**config.mk**
```make
export PLATFORM = sky130hd
export DESIGN_NAME = gf2m_reduce_seq_flat
export DESIGN_NICKNAME = d
export VERILOG_FILES = /design/src/rtl/gf_pkg.sv /design/src/rtl/gf2m_reduce_seq_if.sv /design/src/rtl/gf2m_reduce_step.sv /design/src/rtl/gf2m_reduce_seq.sv /design/src/flat_wrapper.sv
export SDC_FILE = /design/constraint.sdc
export NUM_CORES = 1
export LEC_CHECK = 0
export CORE_ASPECT_RATIO = 1.5
export CORE_MARGIN = 1
export CORE_UTILIZATION = 40
export CTS_CLUSTER_SIZE = 10
export DETAILED_ROUTE_END_ITERATION = 6
export GPL_ROUTABILITY_DRIVEN = 0
export HOLD_SLACK_MARGIN = 0.06
export PLACE_DENSITY_LB_ADDON = 0.2
export SETUP_SLACK_MARGIN = 0.4
export SYNTH_ARGS = -nofsm -noshare
export SYNTH_HDL_FRONTEND = slang
export SYNTH_SLANG_ARGS = --single-unit
```
**constraint.sdc**
```tcl
create_clock -name clk -period 3.3 [get_ports clk]
set_clock_uncertainty 0.15 [all_clocks]
set_input_delay 0.33 -clock clk [delete_from_list [all_inputs] [get_ports clk]]
set_output_delay 0.33 -clock clk [all_outputs]
set_load 0.01 [all_outputs]
```
**src/rtl/gf_pkg.sv**
```systemverilog
// Shared GF(2^m) constants and the reducer state encoding, used by the
// multiplier, reducer and inversion controller.
package gf_pkg;

   localparam int GF_M = 4;
   localparam logic [GF_M:0] GF_POLY = 5'b10011;

   typedef enum logic [1:0] {
      IDLE = 2'd0,
      BUSY = 2'd1,
      DONE = 2'd2
   } state_e;

endpackage

```
**src/rtl/gf2m_reduce_seq_if.sv**
```systemverilog
// Valid/ready handshake bundle between the Karatsuba product source, the
// reducer and the downstream consumer.
interface gf2m_reduce_seq_if
   import gf_pkg::*;
#(
   parameter int M = GF_M
) ();

   logic           in_valid;
   logic           in_ready;
   logic [2*M-2:0] in_data;
   logic           out_valid;
   logic           out_ready;
   logic [M-1:0]   out_data;

   modport master (
      output in_valid,
      output in_data,
      output out_ready,
      input  in_ready,
      input  out_valid,
      input  out_data
   );

   modport slave (
      input  in_valid,
      input  in_data,
      input  out_ready,
      output in_ready,
      output out_valid,
      output out_data
   );

endinterface

```
**src/rtl/gf2m_reduce_step.sv**
```systemverilog
// One reduction step: clears bit k of r by XORing in POLY aligned so its
// leading term lands on x^k. Only meaningful for k >= M.
module gf2m_reduce_step
   import gf_pkg::*;
#(
   parameter int M  = GF_M,
   parameter int W  = 2*M-1,
   parameter int KW = $clog2(2*M-1)
) (
   input  logic [W-1:0]  r_i,
   input  logic [KW-1:0] k_i,
   input  logic [M:0]    poly_i,
   output logic [W-1:0]  r_o
);

   logic [W-1:0]  poly_ext_s;
   logic [KW-1:0] shift_s;

   assign poly_ext_s = W'(poly_i);
   assign shift_s    = k_i - KW'(M);

   // Conditional subtract (XOR) of the shifted modulus
   always_comb begin
      r_o = r_i;
      if (r_i[k_i]) begin
         r_o = r_i ^ (poly_ext_s << shift_s);
      end else begin
         r_o = r_i;
      end
   end

endmodule

```
**src/rtl/gf2m_reduce_seq.sv**
```systemverilog
// Sequential GF(2^M) reducer: folds a 2M-1 bit carry-less product modulo POLY,
// one degree per cycle, behind a valid/ready handshake.
module gf2m_reduce_seq
   import gf_pkg::*;
#(
   parameter int         M    = GF_M,
   parameter logic [M:0] POLY = GF_POLY
) (
   input logic              clk,
   input logic              rst_n,
   gf2m_reduce_seq_if.slave bus
);

   localparam int W  = 2*M-1;
   localparam int KW = $clog2(2*M-1);
   localparam logic [KW-1:0] K_TOP  = KW'(2*M-2);
   localparam logic [KW-1:0] K_LAST = KW'(M);

   state_e         state_q, state_d;
   logic [W-1:0]   r_q, r_d;
   logic [KW-1:0]  k_q, k_d;
   logic           out_valid_q, out_valid_d;
   logic [M-1:0]   out_data_q, out_data_d;
   logic [W-1:0]   step_r_s;

   gf2m_reduce_step #(
      .M  (M),
      .W  (W),
      .KW (KW)
   ) u_step (
      .r_i    (r_q),
      .k_i    (k_q),
      .poly_i (POLY),
      .r_o    (step_r_s)
   );

   // in_ready stays low during reset so nothing is accepted then dropped
   always_comb begin
      bus.in_ready = 1'b0;
      if (!rst_n) begin
         bus.in_ready = 1'b0;
      end else if (state_q == IDLE) begin
         bus.in_ready = 1'b1;
      end else if (state_q == DONE) begin
         bus.in_ready = bus.out_ready;
      end else begin
         bus.in_ready = 1'b0;
      end
   end

   // Next-state and datapath update
   always_comb begin
      state_d     = state_q;
      r_d         = r_q;
      k_d         = k_q;
      out_valid_d = out_valid_q;
      out_data_d  = out_data_q;
      case (state_q)
         IDLE: begin
            if (bus.in_valid) begin
               r_d     = bus.in_data;
               k_d     = K_TOP;
               state_d = BUSY;
            end else begin
               state_d = IDLE;
            end
         end
         BUSY: begin
            r_d = step_r_s;
            k_d = k_q - KW'(1);
            if (k_q == K_LAST) begin
               state_d     = DONE;
               out_valid_d = 1'b1;
               out_data_d  = step_r_s[M-1:0];
            end else begin
               state_d = BUSY;
            end
         end
         DONE: begin
            if (bus.out_ready) begin
               out_valid_d = 1'b0;
               if (bus.in_valid) begin
                  r_d     = bus.in_data;
                  k_d     = K_TOP;
                  state_d = BUSY;
               end else begin
                  state_d = IDLE;
               end
            end else begin
               state_d = DONE;
            end
         end
         default: begin
            state_d     = IDLE;
            out_valid_d = 1'b0;
         end
      endcase
   end

   // State and output registers, synchronous active-low reset
   always_ff @(posedge clk) begin
      if (!rst_n) begin
         state_q     <= IDLE;
         r_q         <= '0;
         k_q         <= '0;
         out_valid_q <= 1'b0;
         out_data_q  <= '0;
      end else begin
         state_q     <= state_d;
         r_q         <= r_d;
         k_q         <= k_d;
         out_valid_q <= out_valid_d;
         out_data_q  <= out_data_d;
      end
   end

   assign bus.out_valid = out_valid_q;
   assign bus.out_data  = out_data_q;

endmodule

```
**src/flat_wrapper.sv**
```systemverilog
// flat-port wrapper written by rule: the top's interface ports become plain ports
module gf2m_reduce_seq_flat import gf_pkg::*;
#(
   parameter int         M    = GF_M,
   parameter logic [M:0] POLY = GF_POLY
)
  (clk, rst_n, bus_in_valid, bus_in_data, bus_out_ready, bus_in_ready, bus_out_valid, bus_out_data);
  gf2m_reduce_seq_if #(.M(M)) bus_i ();
  input logic clk;
  input logic rst_n;
  input wire logic [$bits(bus_i.in_valid)-1:0] bus_in_valid;
  input wire logic [$bits(bus_i.in_data)-1:0] bus_in_data;
  input wire logic [$bits(bus_i.out_ready)-1:0] bus_out_ready;
  output wire logic [$bits(bus_i.in_ready)-1:0] bus_in_ready;
  output wire logic [$bits(bus_i.out_valid)-1:0] bus_out_valid;
  output wire logic [$bits(bus_i.out_data)-1:0] bus_out_data;
  assign bus_i.in_valid = bus_in_valid;
  assign bus_i.in_data = bus_in_data;
  assign bus_i.out_ready = bus_out_ready;
  assign bus_in_ready = bus_i.in_ready;
  assign bus_out_valid = bus_i.out_valid;
  assign bus_out_data = bus_i.out_data;
  gf2m_reduce_seq #(.M(M), .POLY(POLY)) u_core (.clk(clk), .rst_n(rst_n), .bus(bus_i));
endmodule
```
Word-level counts from Yosys, hierarchy flattened
Cells that the tools add are included.
{"block": "word_totals", "ff_bits": 17, "latchBits": 0, "ram_bits": 0, "romBits": 0, "input_bits": 11, "output_inout_bits": 6, "word_cells": 43, "n_memories": 0}
{"block": "classes", "n_addsub": 2, "mul": 0, "div": 0, "magnitude_cmp": 1, "eq_ne": 6, "shift": 1, "n_mux": 19, "n_bitwise": 2, "n_reduce_logical": 6}
{"op": "two-way mux 7 bit", "count": 3}
{"op": "one-hot mux 7 bit (3 select lines)", "count": 1}
{"op": "one-hot mux 3 bit (3 select lines)", "count": 1}
{"op": "two-way mux 1 bit", "count": 7}
{"op": "left shift 5 x 3 -> 7 bit, first input constant", "count": 1}
{"op": "bitwise XOR 7 bit", "count": 1}
{"op": "two-way mux 3 bit", "count": 2}
{"op": "one-hot mux 2 bit (3 select lines)", "count": 1}
{"op": "AND reduction 3 bit", "count": 2}
{"op": "less-than comparator 3 x 4 -> 1 bit, second input constant", "count": 1}
{"op": "two-way mux 2 bit", "count": 2}
{"op": "!= test 2 bit, second input constant", "count": 2}
{"op": "AND reduction 2 bit", "count": 2}
{"op": "binary-select mux 1 bit (select 3 bit)", "count": 1}
{"op": "== test 3 bit, second input constant", "count": 1}
{"op": "one-hot mux 1 bit (3 select lines)", "count": 1}
{"op": "nonzero test 3 bit", "count": 1}
{"op": "subtractor 3 x 1 -> 3 bit, second input constant", "count": 1}
{"op": "subtractor 3 bit, second input constant", "count": 1}
{"op": "== test 2 x 1 -> 1 bit, second input constant", "count": 1}
{"op": "== test 2 bit, second input constant", "count": 1}
{"op": "logical NOT 2 bit", "count": 1}
{"op": "!= test 2 x 1 -> 1 bit, second input constant", "count": 1}
{"op": "NOT 1 bit", "count": 1}

Depth between registers and ports, before layout
Gate-level depths: netlist (run 1).
{"block": "depth", "word_depth": 5, "ltp_mapped": 8, "mapped_depth_nobuf": 7}

By module
From an unflattened synthesis (run 1), not the netlist that was laid out.
{"block": "hier_totals", "cells_unflattened": 143, "area_unflattened_um2": 1214.9}
{"module": "gf2m_reduce_seq", "instances": 1, "cells_each": 94, "area_per_inst_um2": 823.3, "seq_area_each_um2": 340.3}
{"module": "gf2m_reduce_step", "instances": 1, "cells_each": 49, "area_per_inst_um2": 391.6, "seq_area_each_um2": 0.0}

Worst setup path before layout (run 1)
No wires, ideal clock.
{"block": "synth_path", "path_kind": "reg2reg", "startpoint": "reg u_core.k_q[1]", "endpoint": "reg u_core.out_data_q[2] (netlist: u_core.bus.out_data[2])", "setup_ns": 0.074, "arrival_time_ns": 1.437, "path_slack_ns": 1.638, "path_stages_with_launch": 7, "period_less_slack_ns": 1.662, "cell_sequence": "dfxtp_1 -> buf_4 -> inv_1 -> ha_1 -> nand2_1 -> or3_1 -> a31oi_1"}
{"block": "synth_between", "elab_chain_len": 4, "word_cells_on_any_way": 8}
{"item": "start, declared", "line_no": "gf2m_reduce_seq.sv:21", "source": "logic [KW-1:0] k_q, k_d;"}
{"item": "start signal, assigned", "line_no": "gf2m_reduce_seq.sv:111", "source": "k_q <= k_d;"}
{"item": "subtractor 3 bit", "line_no": "gf2m_reduce_step.sv:20", "source": "assign shift_s = k_i - KW'(M);"}
{"item": "left shift 5 x 3 -> 7 bit", "line_no": "gf2m_reduce_step.sv:26", "source": "r_o = r_i ^ (poly_ext_s << shift_s);"}
{"item": "bitwise XOR 7 bit", "line_no": "gf2m_reduce_step.sv:26"}
{"item": "two-way mux 7 bit", "line_no": "gf2m_reduce_step.sv:25", "source": "if (r_i[k_i]) begin"}
{"item": "end signal, assigned", "line_no": "gf2m_reduce_seq.sv:113", "source": "out_data_q <= out_data_d;"}
{"item": "end, declared", "line_no": "gf2m_reduce_seq.sv:23", "source": "logic [M-1:0] out_data_q, out_data_d;"}
Parallel ways exist; a longest one is shown, timed or not. The select of a mux whose other input is x is not followed.
A chain may end at the register's enable or synchronous reset.

Worst setup path in the final report (run 1)
{"block": "layout_path", "startpoint": "in rst_n", "endpoint": "out bus_in_ready"}
{"block": "layout_between", "elab_chain_len": 1}
{"item": "start, declared", "line_no": "flat_wrapper.sv:10", "source": "input logic rst_n;"}
{"item": "two-way mux 1 bit", "line_no": "gf2m_reduce_seq.sv:40", "source": "if (!rst_n) begin"}
{"item": "end, declared", "line_no": "flat_wrapper.sv:14", "source": "output wire logic [$bits(bus_i.in_ready)-1:0] bus_in_ready;"}
No other way between the ends.

==> results of run 1 <==
## area by class of cell
cell class                      instances  share of cell area, %
Multi-Input combinational cell        105                  53.51
Clock buffer                            4                  3.368
Sequential cell                        17                  25.44
Timing Repair Buffer                   17                  12.54
Tap cell                               37                  3.461
Inverter                                6                  1.684
## cell usage in the layout, fill, tap and decap left out, types with 2 or more instances in the layout
cell type        count
mux2_2               2
o21ai_0             11
or3_1                3
a31oi_1              3
inv_1                5
nand4_1              5
o211ai_1             2
a21oi_1              6
mux2i_1              4
o21a_1               3
nand2b_1             7
nor4_1               4
nor2_1              14
clkbuf_8             3
and2_1               2
ha_1                 4
nor2b_1              5
dfxtp_1             17
o2111ai_1            2
nand2_1              6
a211oi_1             6
clkdlybuf4s50_1     16
## kinds of logic after synthesis
group / count (synthesis) / share of synthesized area, %
flops: 17 / 30.29
simple gates: 50 / 24.39
xor+xnor: 1 / 0.7797
buf+inv: 14 / 6.013
fa+ha+maj: 4 / 4.455
mux: 7 / 6.904
compound gates: 43 / 27.17
## where the power goes
part           internal [uW]  switching, uW
clock network           85.8           74.0
registers                225           33.2
logic                   87.5            108
## metrics by stage
step / instances / total power [uW] / instance area (um2)
2_1_floorplan: 136 / 400.4 / 1124
3_3_place_gp: 182 / 451.6 / 1292
3_5_place_dp: 182 / 455.6 / 1292
4_1_cts: 186 / 613.0 / 1338
5_1_grt: 186 / 649.5 / 1338
6_report: 186 / 614.2 / 1338
## critical path: stages
cell	delay, ns
clkdlybuf4s50_1	0.74
clkinv_1	0.15
nor3b_1	0.21
clkdlybuf4s50_1	0.56
## registers in the layout, indices dropped and copies added, names as in the netlist
register and cells:
u_core.state_q 2, u_core.bus.out_valid 1, u_core.r_q 7, u_core.bus.out_data 4, u_core.k_q 3
## layer usage
layer / wire length [um] / track usage (%) / vias up
met5: 0 / 0 / -
met2: 1420 / 35.33 / 27
li1: - / - / 530
met4: 106 / 13.26 / 0
met3: 97 / 2.981 / 11
met1: 1200 / 25.82 / 504
## worst max path at each step
stage,slack (ns),startpoint,end
3_5_place_dp,0.85,rst_n,bus_in_ready
3_3_place_gp,0.89,rst_n,bus_in_ready
5_1_grt,0.73,rst_n,bus_in_ready
4_1_cts,0.86,rst_n,bus_in_ready
2_1_floorplan,1.64,u_core.k_q[1]$_SDFFE_PN0P_,u_core.bus.out_data[2]$_SDFFE_PN0P_
6_report,0.82,rst_n,bus_in_ready
==> impl_metrics.yaml, run 1 <==
outcome:
  status: "complete, no violations"
power_and_ir_drop:
  p_leak_uw: 0.0004615
  powerDensity_nw_per_um2: 459.2
  peakVddDrop_mv: 0.2513
worst_setup_path:
  r2r_end: "u_core.bus.out_data[2]$_SDFFE_PN0P_"
  r2r_setup_slack_ns: 1.20
  crit_required_ns: 2.82
  critPathArrivalTime_ns: 2.00
  critical_path.endpoint_type: "primary output"
  cp-start-kind: "input pin"
  rr_worst_depth: 5
  critical_path_class: "input pin to primary output"
  critPathMaxFanout: 12
  reg2reg_from: "u_core.k_q[1]$_SDFFE_PN0P_"
clocking:
  h-tree-depth: 1
  cts_tree: "yes"
  ctsHoldBuffers: 0
  clock_sinks: 17
  cts_resized: 0
  cts-root-buf: "clkbuf_8"
  numCtsBuffers: 3
  clkLatencyLatePin_ns: 0.26
  clk_path_buf_depth: 2
  cts_setup_buffers: 0
  clk_pin_slew_worst_paths_ns: 0.06
timing:
  fmax_mhz: 403.8
  post-route-period-util_pct: 75.04
  fin_setup_tns_ns: 0
  min_period_ns: 2.476
  final-max-slew-violation-count: 0
  final.setup.worst_slack_ns: 0.8238
  hold_viol: 0
  hold_slack_ns: 0.3352
  relSlewSlack_pct: 40.76
  worst_pin_slew_ns: 0.8867
  rsz0062_at_grt: "no"
  setup_viol: 0
synthesis:
  netlist_top_cells_area: "dfxtp_1 30%, o21ai_0 4.9%, nor2_1 4.7%"
  synth_top_cell_area_share_pct: 30.29
  yosysSeqAreaShare_pct: 30.29
  syn_area_per_cell_um2: 8.262
  synth_area_um2: 1124
  syn-num-nets: 151
  synth_common_cells: "17 x dfxtp_1, 14 x nor2_1, 11 x o21ai_0"
  syn_inst: 136
  synth_most_common_cell: "dfxtp_1"
  ys_warn_count: 0
  dominantRegCellSynth: "dfxtp_1"
  synth_edf_count: 0
  synth_cell_type_count: 40
  synthArstFlopShare_pct: 0
  ys_seq_elements: 17
  yosysTopAreaCell: "dfxtp_1"
finish:
  diodes: 0
  fillCellCount: 269
  layout.nets: 165
  drive_gt1_share_pct: 8.054
  regArea_um2: 340.3
  area_delta_synth_final_pct: 19.04
  multiInputGateArea_um2: 715.7
  utilization_pct: 49.98
floorplan:
  pin_count: 17
  rows: 23
  core-area_um2: 2676
  die_width_um: 45.28
  start_util_pct: 41.98
  die_y_um: 66.91
  die_area_um2: 3029
detailed_routing:
  wirelength_um: 2826
  postRouteAntennaNets: 0
  wl_per_cell_um: 15.19
  vias: 1072
  dr.pass1.iters: 4
  drtIter0Drc: 55
  drc: 0
  viasPerCell: 5.763
global_route:
  antenna_found_initial: 0
  grt_overflow: 0
  grtUsageTotal_pct: 21.66
  grt_pass1_wl_um: 4788
  grt_pass1_vias: 1071
  grt_max_degree: 15
placed_design:
  post-place-ws_ns: 0.8473
  dp_hpwl_um: 2056
  portBuffers: 16
worst_hold_path:
  hold_path_depth: 2
  hold_class: "register to register"
  min_from: "u_core.bus.out_valid$_SDFFE_PN0P_"
  min_to: "u_core.bus.out_valid$_SDFFE_PN0P_"
run:
  max_cap_violations: 0
(Power assumes the default switching activity.)
==> inputs of run 2 (changes only) <==
==> constraint.sdc (replaced) <==
create_clock -name clk -period 2.45 [get_ports clk]
set_clock_uncertainty 0.15 [all_clocks]
set_input_delay 0.245 -clock clk [delete_from_list [all_inputs] [get_ports clk]]
set_output_delay 0.245 -clock clk [all_outputs]
set_load 0.01 [all_outputs]
==> run 2 against run 1 <==
Critical endpoint is now u_core.bus.out_data[2]$_SDFFE_PN0P_. Clock power is 36% higher. Sequential power is 32% higher. Combinational power is 42% higher. Register-to-register slack worse by 0.65 ns. Sequential cell count stayed put. Largest power group unchanged.
==> impl_metrics.yaml, run 2 (synthesis results as in run 1) <==
clocking:
  ctsHoldBuffers: 0
  numCtsBuffers: 3
  cts_tree: "yes"
  clock_sinks: 17
  cts_resized: 1
  cts-root-buf: "clkbuf_8"
  clkLatencyLatePin_ns: 0.25
  h-tree-depth: 1
  cts_setup_buffers: 0
  clk_path_buf_depth: 2
  clk_pin_slew_worst_paths_ns: 0.07
worst_setup_path:
  cp-start-kind: "register"
  critPathMaxFanout: 9
  critical_path_class: "register to register"
  critPathArrivalTime_ns: 1.94
  critical_path.endpoint_type: "register"
  crit_required_ns: 2.49
placed_design:
  portBuffers: 16
  dp_hpwl_um: 2149
power_and_ir_drop:
  p_sw_share_pct: 35.18
  p_switching_uw: 294.3
  powerDensity_nw_per_um2: 615.5
  internal_power_uw: 542.1
  peakVddDrop_mv: 0.3293
  clock_power_share_pct: 26.0
  p_seq_share_pct: 40.7
  p_comb_share_pct: 33.4
  p_leak_uw: 0.0004790
timing:
  setup_viol: 0
  worst_pin_slew_ns: 0.5484
  fin_setup_tns_ns: 0
  hold_viol: 0
  rsz0062_at_grt: "no"
  min_period_ns: 1.899
  relSlewSlack_pct: 63.44
  post-route-period-util_pct: 77.53
  fmax_mhz: 526.5
  final-max-slew-violation-count: 0
detailed_routing:
  drtIter0Drc: 54
  vias: 1084
  wirelength_um: 2888
  drc: 0
  viasPerCell: 5.735
  dr.pass1.iters: 4
  postRouteAntennaNets: 0
  wl_per_cell_um: 15.28
finish:
  final_common_cell: "dfxtp_1"
  area_delta_synth_final_pct: 20.94
  utilization_pct: 50.77
  mostFrequentLayoutCells: "17 x dfxtp_1, 15 x clkdlybuf4s50_1, 14 x nor2_1"
  diodes: 0
  largest_reg_flops: 7
  drive_gt1_share_pct: 9.868
  top_register: "u_core.r_q"
  layout.nets: 168
global_route:
  grt_pass1_wl_um: 4968
  antenna_found_initial: 0
  grt_max_degree: 15
  grt_overflow: 0
  grt_pass1_vias: 1068
  grtUsageTotal_pct: 22.59
floorplan:
  pin_count: 17
  die_area_um2: 3029
  core-area_um2: 2676
  start_util_pct: 41.98
  die_y_um: 66.91
  rows: 23
  die_width_um: 45.28
outcome:
  status: "complete, no violations"
worst_hold_path:
  hold_class: "register to register"
run:
  max_cap_violations: 0
-- run 2: worst paths after layout --
check | from | end | slack, ns | depth (start not counted)
worst max-delay path | u_core.k_q[0]$_SDFFE_PN0P_ | u_core.bus.out_data[2]$_SDFFE_PN0P_ | 0.55 | 5
worst min-delay path | u_core.bus.out_valid$_SDFFE_PN0P_ | u_core.bus.out_valid$_SDFFE_PN0P_ | 0.34 | 2
worst max register to register | u_core.k_q[0]$_SDFFE_PN0P_ | u_core.bus.out_data[2]$_SDFFE_PN0P_ | 0.55 | 5
worst min register to register | u_core.bus.out_valid$_SDFFE_PN0P_ | u_core.bus.out_valid$_SDFFE_PN0P_ | 0.34 | 2
-- run 2: area by class of cell --
type	count	area (um2)
fill	259	1318
inverter	6	22.52
tap	37	46.29
multi-input combinational	105	715.7
sequential	17	340.3
timing repair buffer	20	188.9
clock buffer	4	45.04
-- run 2: layer usage --
layer | vias to the layer above | share of wire [%] | track usage, %
met4 | 0 | 2.1 | 10.61
li1 | 536 | - | -
met1 | 504 | 41 | 28.17
met2 | 38 | 52 | 37.14
met5 | - | 0 | 0
met3 | 6 | 4.3 | 2.981
-- run 2: power by group through the flow --
stage	registers, uW	logic (uW)	clock network [uW]
after floorplan	328	211	0
after global routing	345	310	233
after CTS	339	276	219
final	340	279	217
after detailed placement	346	275	0
after global placement	344	273	0
-- run 2: per-stage QoR --
stage / total power [uW] / hold WS [ns] / area (um2) / worst slack (ns) / instances
after floorplan: 539.3 / 0.2355 / 1124 / 0.7885 / 136
after global placement: 616.5 / 0.3264 / 1315 / 0.3785 / 185
after detailed placement: 621.4 / 0.3287 / 1315 / 0.3586 / 185
after CTS: 833.6 / 0.3456 / 1359 / 0.5632 / 189
after global routing: 888.0 / 0.3874 / 1359 / 0.4014 / 189
final: 836.4 / 0.3397 / 1359 / 0.5505 / 189
-- run 2: critical path, cell delays in order (launching register included) --
cell and delay [ns]:
dfxtp_1 0.49, inv_1 0.15, ha_1 0.38, nand2_1 0.13
or3_1 0.37, a31oi_1 0.16
